File: config.mk
export PLATFORM = sky130hd
export DESIGN_NAME = multicycle_ctrl
export DESIGN_NICKNAME = d
export VERILOG_FILES = /design/src/rtl/cpu_ctrl_pkg.sv /design/src/rtl/alu_dec.sv /design/src/rtl/multicycle_ctrl.sv
export SDC_FILE = /design/constraint.sdc
export NUM_CORES = 1
export LEC_CHECK = 0
export ABC_AREA = 1
export ABC_CLOCK_PERIOD_IN_PS = 1400
export CELL_PAD_IN_SITES_DETAIL_PLACEMENT = 1
export CELL_PAD_IN_SITES_GLOBAL_PLACEMENT = 1
export CORE_UTILIZATION = 21
export DETAILED_ROUTE_END_ITERATION = 7
export PLACE_DENSITY_LB_ADDON = 0.1
export SYNTH_ARGS = -nofsm -noshare
export SYNTH_HDL_FRONTEND = slang
export SYNTH_SLANG_ARGS = --single-unit
export TNS_END_PERCENT = 20
File: constraint.sdc
create_clock -name clk -period 1.4 [get_ports clk]
set_clock_uncertainty 0.1 [all_clocks]
set_input_delay 0.21 -clock clk [delete_from_list [all_inputs] [get_ports clk]]
set_output_delay 0.21 -clock clk [all_outputs]
set_load 0.005 [all_outputs]
File: src/rtl/cpu_ctrl_pkg.sv
// Shared encodings for the multicycle CPU control path: FSM states,
// instruction classes, data-processing commands and datapath mux selects.
package cpu_ctrl_pkg;

    // FSM state encodings
    localparam logic [3:0] ST_FETCH    = 4'd0;
    localparam logic [3:0] ST_DECODE   = 4'd1;
    localparam logic [3:0] ST_MEMADR   = 4'd2;
    localparam logic [3:0] ST_MEMREAD  = 4'd3;
    localparam logic [3:0] ST_MEMWB    = 4'd4;
    localparam logic [3:0] ST_MEMWRITE = 4'd5;
    localparam logic [3:0] ST_EXECUTER = 4'd6;
    localparam logic [3:0] ST_EXECUTEI = 4'd7;
    localparam logic [3:0] ST_ALUWB    = 4'd8;
    localparam logic [3:0] ST_BRANCH   = 4'd9;

    typedef enum logic [3:0] {
        FETCH    = ST_FETCH,
        DECODE   = ST_DECODE,
        MEMADR   = ST_MEMADR,
        MEMREAD  = ST_MEMREAD,
        MEMWB    = ST_MEMWB,
        MEMWRITE = ST_MEMWRITE,
        EXECUTER = ST_EXECUTER,
        EXECUTEI = ST_EXECUTEI,
        ALUWB    = ST_ALUWB,
        BRANCH   = ST_BRANCH
    } state_t;

    // Instruction classes carried in op
    localparam logic [1:0] OP_DP    = 2'b00;
    localparam logic [1:0] OP_MEM   = 2'b01;
    localparam logic [1:0] OP_BR    = 2'b10;
    localparam logic [1:0] OP_UNDEF = 2'b11;

    // Data-processing command field (funct[4:1])
    localparam logic [3:0] CMD_ADD = 4'b0100;
    localparam logic [3:0] CMD_SUB = 4'b0010;
    localparam logic [3:0] CMD_AND = 4'b0000;
    localparam logic [3:0] CMD_ORR = 4'b1100;
    localparam logic [3:0] CMD_CMP = 4'b1010;

    // ALU operation select
    localparam logic [1:0] ALU_ADD = 2'b00;
    localparam logic [1:0] ALU_SUB = 2'b01;
    localparam logic [1:0] ALU_AND = 2'b10;
    localparam logic [1:0] ALU_ORR = 2'b11;

    // ALU B-operand select
    localparam logic [1:0] SRCB_RM   = 2'd0;
    localparam logic [1:0] SRCB_IMM  = 2'd1;
    localparam logic [1:0] SRCB_FOUR = 2'd2;

    // Result bus select
    localparam logic [1:0] RES_ALUOUT = 2'd0;
    localparam logic [1:0] RES_RDATA  = 2'd1;
    localparam logic [1:0] RES_ALU    = 2'd2;

endpackage

File: src/rtl/alu_dec.sv
// Combinational ALU decoder: turns cmd/S into the ALU op, flag-write
// requests and the CMP write suppression. Everything is 0 when not enabled.
module alu_dec
    import cpu_ctrl_pkg::*;
(
    input  logic       en,
    input  logic [3:0] cmd,
    input  logic       s,
    output logic [1:0] alu_control,
    output logic [1:0] flag_w,
    output logic       no_write,
    output logic       illegal_cmd
);

    logic arith;

    // Decode the command; unknown commands fall back to ADD and flag illegal
    always_comb begin
        alu_control = ALU_ADD;
        flag_w      = 2'b00;
        no_write    = 1'b0;
        illegal_cmd = 1'b0;
        arith       = 1'b0;
        if (en) begin
            case (cmd)
                CMD_ADD: begin alu_control = ALU_ADD; arith = 1'b1; end
                CMD_SUB: begin alu_control = ALU_SUB; arith = 1'b1; end
                CMD_AND: alu_control = ALU_AND;
                CMD_ORR: alu_control = ALU_ORR;
                CMD_CMP: begin
                    alu_control = ALU_SUB;
                    arith       = 1'b1;
                    no_write    = 1'b1;
                end
                default: illegal_cmd = 1'b1;
            endcase
            // C,V only make sense for the adder/subtractor results
            flag_w = {s, s & arith};
        end
    end

endmodule

File: src/rtl/multicycle_ctrl.sv
// Main control FSM of the multicycle CPU: sequences fetch, decode,
// execute/address, memory and writeback, driving all mux selects and the
// raw write requests consumed by the conditional-execution logic.
module multicycle_ctrl
    import cpu_ctrl_pkg::*;
(
    input  logic       clk,
    input  logic       reset,
    input  logic [1:0] op,
    input  logic [5:0] funct,
    input  logic [3:0] rd,
    input  logic       mem_ready,
    output logic       ir_write,
    output logic       next_pc,
    output logic       adr_src,
    output logic       alu_src_a,
    output logic [1:0] alu_src_b,
    output logic [1:0] result_src,
    output logic [1:0] imm_src,
    output logic [1:0] reg_src,
    output logic [1:0] alu_control,
    output logic [1:0] flag_w,
    output logic       no_write,
    output logic       pcs,
    output logic       reg_w,
    output logic       mem_w,
    output logic       illegal
);

    state_t state_q, state_d;
    logic   alu_en;
    logic   branch;
    logic   illegal_dec;
    logic   illegal_cmd;

    alu_dec u_alu_dec (
        .en          (alu_en),
        .cmd         (funct[4:1]),
        .s           (funct[0]),
        .alu_control (alu_control),
        .flag_w      (flag_w),
        .no_write    (no_write),
        .illegal_cmd (illegal_cmd)
    );

    // State register; reset drops straight back to FETCH at any time
    always_ff @(posedge clk or negedge reset) begin
        if (!reset) state_q <= FETCH;
        else        state_q <= state_d;
    end

    // Next-state and per-state output decode
    always_comb begin
        state_d     = state_q;
        ir_write    = 1'b0;
        next_pc     = 1'b0;
        adr_src     = 1'b0;
        alu_src_a   = 1'b0;
        alu_src_b   = SRCB_RM;
        result_src  = RES_ALUOUT;
        reg_w       = 1'b0;
        mem_w       = 1'b0;
        branch      = 1'b0;
        alu_en      = 1'b0;
        illegal_dec = 1'b0;
        case (state_q)
            FETCH: begin
                alu_src_a  = 1'b1;
                alu_src_b  = SRCB_FOUR;
                result_src = RES_ALU;
                ir_write   = mem_ready;
                next_pc    = mem_ready;
                if (mem_ready) state_d = DECODE;
            end
            DECODE: begin
                // PC+8 is computed here so Rn=R15 reads see it
                alu_src_a  = 1'b1;
                alu_src_b  = SRCB_FOUR;
                result_src = RES_ALU;
                case (op)
                    OP_MEM:  state_d = MEMADR;
                    OP_DP:   state_d = funct[5] ? EXECUTEI : EXECUTER;
                    OP_BR:   state_d = BRANCH;
                    default: begin
                        illegal_dec = 1'b1;
                        state_d     = FETCH;
                    end
                endcase
            end
            MEMADR: begin
                alu_src_b = SRCB_IMM;
                state_d   = funct[0] ? MEMREAD : MEMWRITE;
            end
            MEMREAD: begin
                adr_src = 1'b1;
                if (mem_ready) state_d = MEMWB;
            end
            MEMWB: begin
                result_src = RES_RDATA;
                reg_w      = 1'b1;
                state_d    = FETCH;
            end
            MEMWRITE: begin
                // Write request held for the whole memory wait
                adr_src = 1'b1;
                mem_w   = 1'b1;
                if (mem_ready) state_d = FETCH;
            end
            EXECUTER: begin
                alu_src_b = SRCB_RM;
                alu_en    = 1'b1;
                state_d   = ALUWB;
            end
            EXECUTEI: begin
                alu_src_b = SRCB_IMM;
                alu_en    = 1'b1;
                state_d   = ALUWB;
            end
            ALUWB: begin
                result_src = RES_ALUOUT;
                reg_w      = 1'b1;
                state_d    = FETCH;
            end
            BRANCH: begin
                alu_src_b  = SRCB_IMM;
                result_src = RES_ALU;
                branch     = 1'b1;
                state_d    = FETCH;
            end
            default: state_d = FETCH;
        endcase
    end

    assign imm_src = op;
    assign reg_src = {op == OP_MEM, op == OP_BR};
    assign pcs     = ((rd == 4'd15) & reg_w) | branch;
    assign illegal = illegal_dec | illegal_cmd;

endmodule

-- Word level (Yosys, flattened, before mapping)
Index checks and enable logic that the tools add are counted.
- bits in registers: 4
- latch bits: 0
- memory bits (writable): 0
- bits in read-only memories: 0
- input port bits: 15
- output and inout port bits: 21
- logic and storage cells: 65
- memories: 0
- add/sub/neg operators: 0
- multipliers: 0
- div/mod/pow operators: 0
- magnitude comparators: 0
- eq/ne operators: 19
- shift-type cells: 0
- muxes and demuxes: 27
- bitwise logic cells: 4
- reduce and logical (&&, ||, !) cells: 14
- operators by type and width (kind ; count):
    4-bit one-hot mux with 6 select lines ; 1
    4-bit by 3-bit == test with 1-bit output (second input constant) ; 5
    4-bit == test (second input constant) ; 5
    1-bit two-way mux ; 16
    4-bit by 2-bit == test with 1-bit output (second input constant) ; 3
    4-bit two-way mux ; 3
    4-bit one-hot mux with 3 select lines ; 1
    3-bit OR reduction ; 4
    2-bit OR reduction ; 5
    4-bit logical NOT ; 2
    2-bit one-hot mux with 2 select lines ; 2
    2-bit != test (second input constant) ; 3
    2-bit one-hot mux with 3 select lines ; 1
    5-bit OR reduction ; 1
    4-bit by 1-bit == test with 1-bit output (second input constant) ; 1
    2-bit two-way mux ; 2
    3-bit two-way mux ; 1
    3-bit AND reduction ; 1
    1-bit bitwise AND ; 2
    2-bit by 1-bit == test with 1-bit output (second input constant) ; 1
    2-bit == test (second input constant) ; 1
    2-bit logical NOT ; 1
    1-bit bitwise OR ; 2

-- Logic depth before layout (Yosys ltp)
- depth in word-level cells: 6
- gate-level depth with buffers: 8

-- By module
From an unflattened synthesis, not the netlist that was laid out.
- cells, all modules: 90
- area, all modules: 516.7 um^2
- by module, submodules not included (module ; instances ; cells an instance ; area an instance (um^2) ; sequential area each (um^2)):
    multicycle_ctrl ; 1 ; 69 ; 412.9 ; 100.1
    alu_dec ; 1 ; 21 ; 103.8 ; 0.0

-- Worst setup path before layout
No wires, ideal clock.
- path kind: register to output
- start point: reg state_q[3]
- end point: out next_pc
- data arrival time: 963 ps
- required time: 1090 ps
- setup slack: 127 ps
- stages on the path, launching flop included: 5
- path buffers: 1
- cell sequence: dfrtp_1 nor2_4 nand2_1 nor2_1 buf_4
- word-level cells in the longest chain between the ends: 2
- ends and longest elaborated chain (element ; line ; RTL):
    start: declaration ; multicycle_ctrl.sv:30 ; state_t state_q, state_d;
    start signal: assignment ; multicycle_ctrl.sv:49 ; else state_q <= state_d;
    4-bit logical NOT ; n/a ;
    1-bit two-way mux ; n/a ;
    end: declaration ; multicycle_ctrl.sv:14 ; output logic next_pc,
Every way passes these cells.

-- Final worst setup path
- start point: reg state_q[3]
- end point: out illegal
- word-level cells in the longest chain between the ends: 5
- elaborated cells between the ends (all ways): 8
- classes of those cells: eq/ne: 3; mux: 3; bitwise: 1; reduce/logical: 1
- ends and longest elaborated chain (element ; line ; RTL):
    4-bit by 3-bit == test with 1-bit output ; multicycle_ctrl.sv:66 ; case (state_q)
    2-bit OR reduction (no source line) ; n/a ;
    1-bit two-way mux ; multicycle_ctrl.sv:66 ;
    1-bit two-way mux ; alu_dec.sv:24 ; if (en) begin
    1-bit bitwise OR * ; multicycle_ctrl.sv:137 ; assign illegal = illegal_dec | illegal_cmd;
    end: declaration ; multicycle_ctrl.sv:27 ; output logic illegal
Mark *: on every way between the ends. The rest lies on a longest branch, timed or not.

==> flow_metrics.env <==
export IMPL_clockBufferDepth=2
export IMPL_synth_cell_area_um2=502
export IMPL_synth_simple_gate_area_share_pct=51.9
export IMPL_ys_flop_type="dfrtp_1"
export IMPL_hold_buffers=0
export IMPL_grtUsageMet3_pct=2.68
export IMPL_dieArea_mm2=0.00259
export IMPL_ys_seq_elements=4
export IMPL_worst_pin_slew_ns=0.237
export IMPL_final_period_utilization_pct=120
export IMPL_ys_async_sr_fraction_pct=100
export IMPL_largest_reg_flops=4
export IMPL_numCtsBuffers=3
export IMPL_diodes=0
export IMPL_crit_arrival_ns=1.37
export IMPL_synth_cells=86
export IMPL_fin_cells=195
export IMPL_fin_nets=184
export IMPL_cp_max_fo=4
export IMPL_synthTopCellsByArea="dfrtp_1 (20%), nand2_1 (16%), inv_1 (12%), nand3_1 (9.0%), nor2_1 (7.5%)"
export IMPL_whs_ns=0.0927
export IMPL_fin_setup_tns_ns=-3.20
export IMPL_synth_top_area_share_pct=20.0
export IMPL_violations="negative setup slack"
export IMPL_clk_pin_slew_worst_paths_ns=0.04
export IMPL_root_buffer="clkbuf_4"
export IMPL_synth_cell_types=19
export IMPL_die_h_um=50.9
export IMPL_die_width_um=50.9
export IMPL_setup_slack_ns=-0.275
export IMPL_first_pass_iters=4
export IMPL_use_met2_pct=43.3
export IMPL_synth_largest_area_cell="dfrtp_1"
export IMPL_synth_seq_area_share_pct=20.0
export IMPL_grt_max_degree=6
export IMPL_clk_latency_ns=0.23
export IMPL_antenna_found_initial=0
export IMPL_synth_nets=101
export IMPL_synth_commonest_cells="nand2_1 (22), inv_1 (16), nor2_1 (10), nand3_1 (9)"
export IMPL_viasPerCell=4.37
export IMPL_rr_startpoint="state_q[3]$_DFFE_PN0P_"
export IMPL_grt_busiest_layer="met2"
export IMPL_tritoncts="built"
export IMPL_first_global_vias=865
export IMPL_io_buffers=35
export IMPL_crit_required_ns=1.09
export IMPL_p_leak_nw=0.740
export IMPL_cpPeakStageDelay_ns=0.44
export IMPL_dp_cells=171
export IMPL_ios=36
export IMPL_p_total_mw=2.24
export IMPL_areaGrowthSynthToFinish_pct=157
export IMPL_grt_overflow=0
export IMPL_yosysMostFrequentCell="nand2_1"
export IMPL_synthAdderAreaFrac_pct=0
export IMPL_worstSetupPathType="register to output pin"
export IMPL_muxShareOfSynthArea_pct=0
export IMPL_final_cell_area_mm2=0.00129
export IMPL_slew_violations=0
export IMPL_synth_edff_count=0
export IMPL_drc_errors=0
export IMPL_num_vias=852
export IMPL_fin_util_pct=57.8
export IMPL_hold_path_class="input pin to async pin"
export IMPL_synth_compound_area_share_pct=10.2
export IMPL_ys_warn_count=0
export IMPL_min_period_ns=1.68
export IMPL_synth_xor_area_share_pct=0
export IMPL_avgSynthCellArea_um2=5.83
export IMPL_finalSetupViolCount=22
export IMPL_ant_nets=0
export IMPL_rr_endpoint="state_q[0]$_DFFE_PN0P_"
export IMPL_cp_start_kind="register"
export IMPL_drt_iter0_markers=4
export IMPL_wirelength_um=2540
export IMPL_status="finished with violations"
export IMPL_rsz0062_at_grt="yes"
export IMPL_initial_core_util_pct=22.5
export IMPL_cts_sink_count=4
export IMPL_grt_usage_pct=20.0
export IMPL_vdd_ir_drop_max_mv=0.710
export IMPL_top_register="state_q"
export IMPL_r2r_cells=9
export IMPL_power_density_mw_per_mm2=1740
export IMPL_hold_viol=0
export IMPL_maxSlewHeadroom_pct=84.2
export IMPL_placed_cell_area_mm2=0.00105
export IMPL_core_area_mm2=0.00223
export IMPL_avgRoutedWirePerCell_um=13.0
export IMPL_top_regs="state_q: 4 flops"
export IMPL_place_gp_congestion=0.790
export IMPL_drive_above_1_share_pct=64.1
export IMPL_pre_cts_ws_ns=-0.577
export IMPL_grt_pass1_wl_um=3810
export IMPL_grt_use_met1_pct=18.9
export IMPL_htree_levels=1
export IMPL_timing_fmax_ghz=0.597
export IMPL_crit_chain="nor2_4, buf_6, and2_4, nand3_2, nand2_1, buf_2"
export IMPL_crit_slowest_cell="dfrtp_2"
export IMPL_fill_cells=295
export IMPL_rows=17
export IMPL_r2r_setup_slack_ns=-0.15
export IMPL_drv_cap=0
export IMPL_worstSetupEndpointType="output pin"
export IMPL_post_dp_hpwl_um=1530
export IMPL_synth_top_family_by_area="simple AND/OR/NAND/NOR gates"
timing repair:
action / CTS / global route
pin swaps: 13 / 4
endpoints found under the setup margin: 23 / 23
buffers inserted: 16 / 5
hold endpoints to repair: 0 / 0
gates resized for setup: 102 / 18
worst max-delay path by stage:
stage,start,endpoint,cells past startpoint
final,state_q[3]$_DFFE_PN0P_,illegal,6
after global routing,state_q[3]$_DFFE_PN0P_,illegal,7
after CTS,state_q[2]$_DFFE_PN0P_,illegal,6
after detailed placement,funct[3],no_write,5
after global placement,funct[3],no_write,5
after floorplan,state_q[3]$_DFFE_PN0P_,next_pc,4
placed cells by master, fill, tap and decap left out:
cell	Yosys	layout
buf_4	3	41
buf_2	0	14
nand2_1	22	13
inv_1	16	12
clkdlybuf4s50_1	0	12
nor2_4	3	7
nand2_2	2	7
buf_6	0	7
inv_2	2	6
nand3_1	9	6
nand2_4	1	5
nor2_1	10	5
dfrtp_2	0	4
nand3_2	0	3
clkbuf_4	0	3
dlymetal6s2s_1	0	3
nor2_2	1	2
o211ai_1	2	2
nand4_1	2	2
o21ai_0	4	2
clkbuf_2	0	2
nand3b_1	1	1
a21boi_2	1	1
a21oi_2	0	1
o21ai_2	0	1
nor3_2	0	1
o21ai_1	0	1
and2_4	0	1
clkdlybuf4s15_2	0	1
dlygate4sd2_1	0	1
report_power, final:
group | switching (mW) | total, mW | internal [mW]
clock network | 0.0487 | 0.145 | 0.0960
logic | 0.786 | 1.83 | 1.04
registers | 0.0964 | 0.270 | 0.173
worst max-delay path: cells and delay by family (launching register included):
| kind | cells | cell delay [ns] |
|---|---|---|
| DFF | 1 | 0.44 |
| and+or+nand+nor | 4 | 0.45 |
| buffers and inverters | 2 | 0.23 |
logic make-up (layout without fill, tap and decap cells):
group / Yosys count / after routing
DFF: 4 / 4
buffers and inverters: 21 / 102
AOI/OAI and AO/OA: 8 / 8
and+or+nand+nor: 53 / 53
final cells by class:
| class | instances | area, µm² | area share [%] |
|---|---|---|---|
| Inverter | 18 | 67.6 | 5.23 |
| Clock buffer | 3 | 22.5 | 1.74 |
| Tap cell | 28 | 35.0 | 2.71 |
| Multi-Input combinational cell | 61 | 417 | 32.3 |
| Sequential cell | 4 | 105 | 8.14 |
| Timing Repair Buffer | 81 | 644 | 49.9 |
layer usage:
layer  routed length, µm  up-vias
met5                   0        -
met4                   0        0
met3                 104        0
met2                1450       26
met1                 977      401
li1                    -      425
No activity file was read; power rests on OpenSTA's default activity.
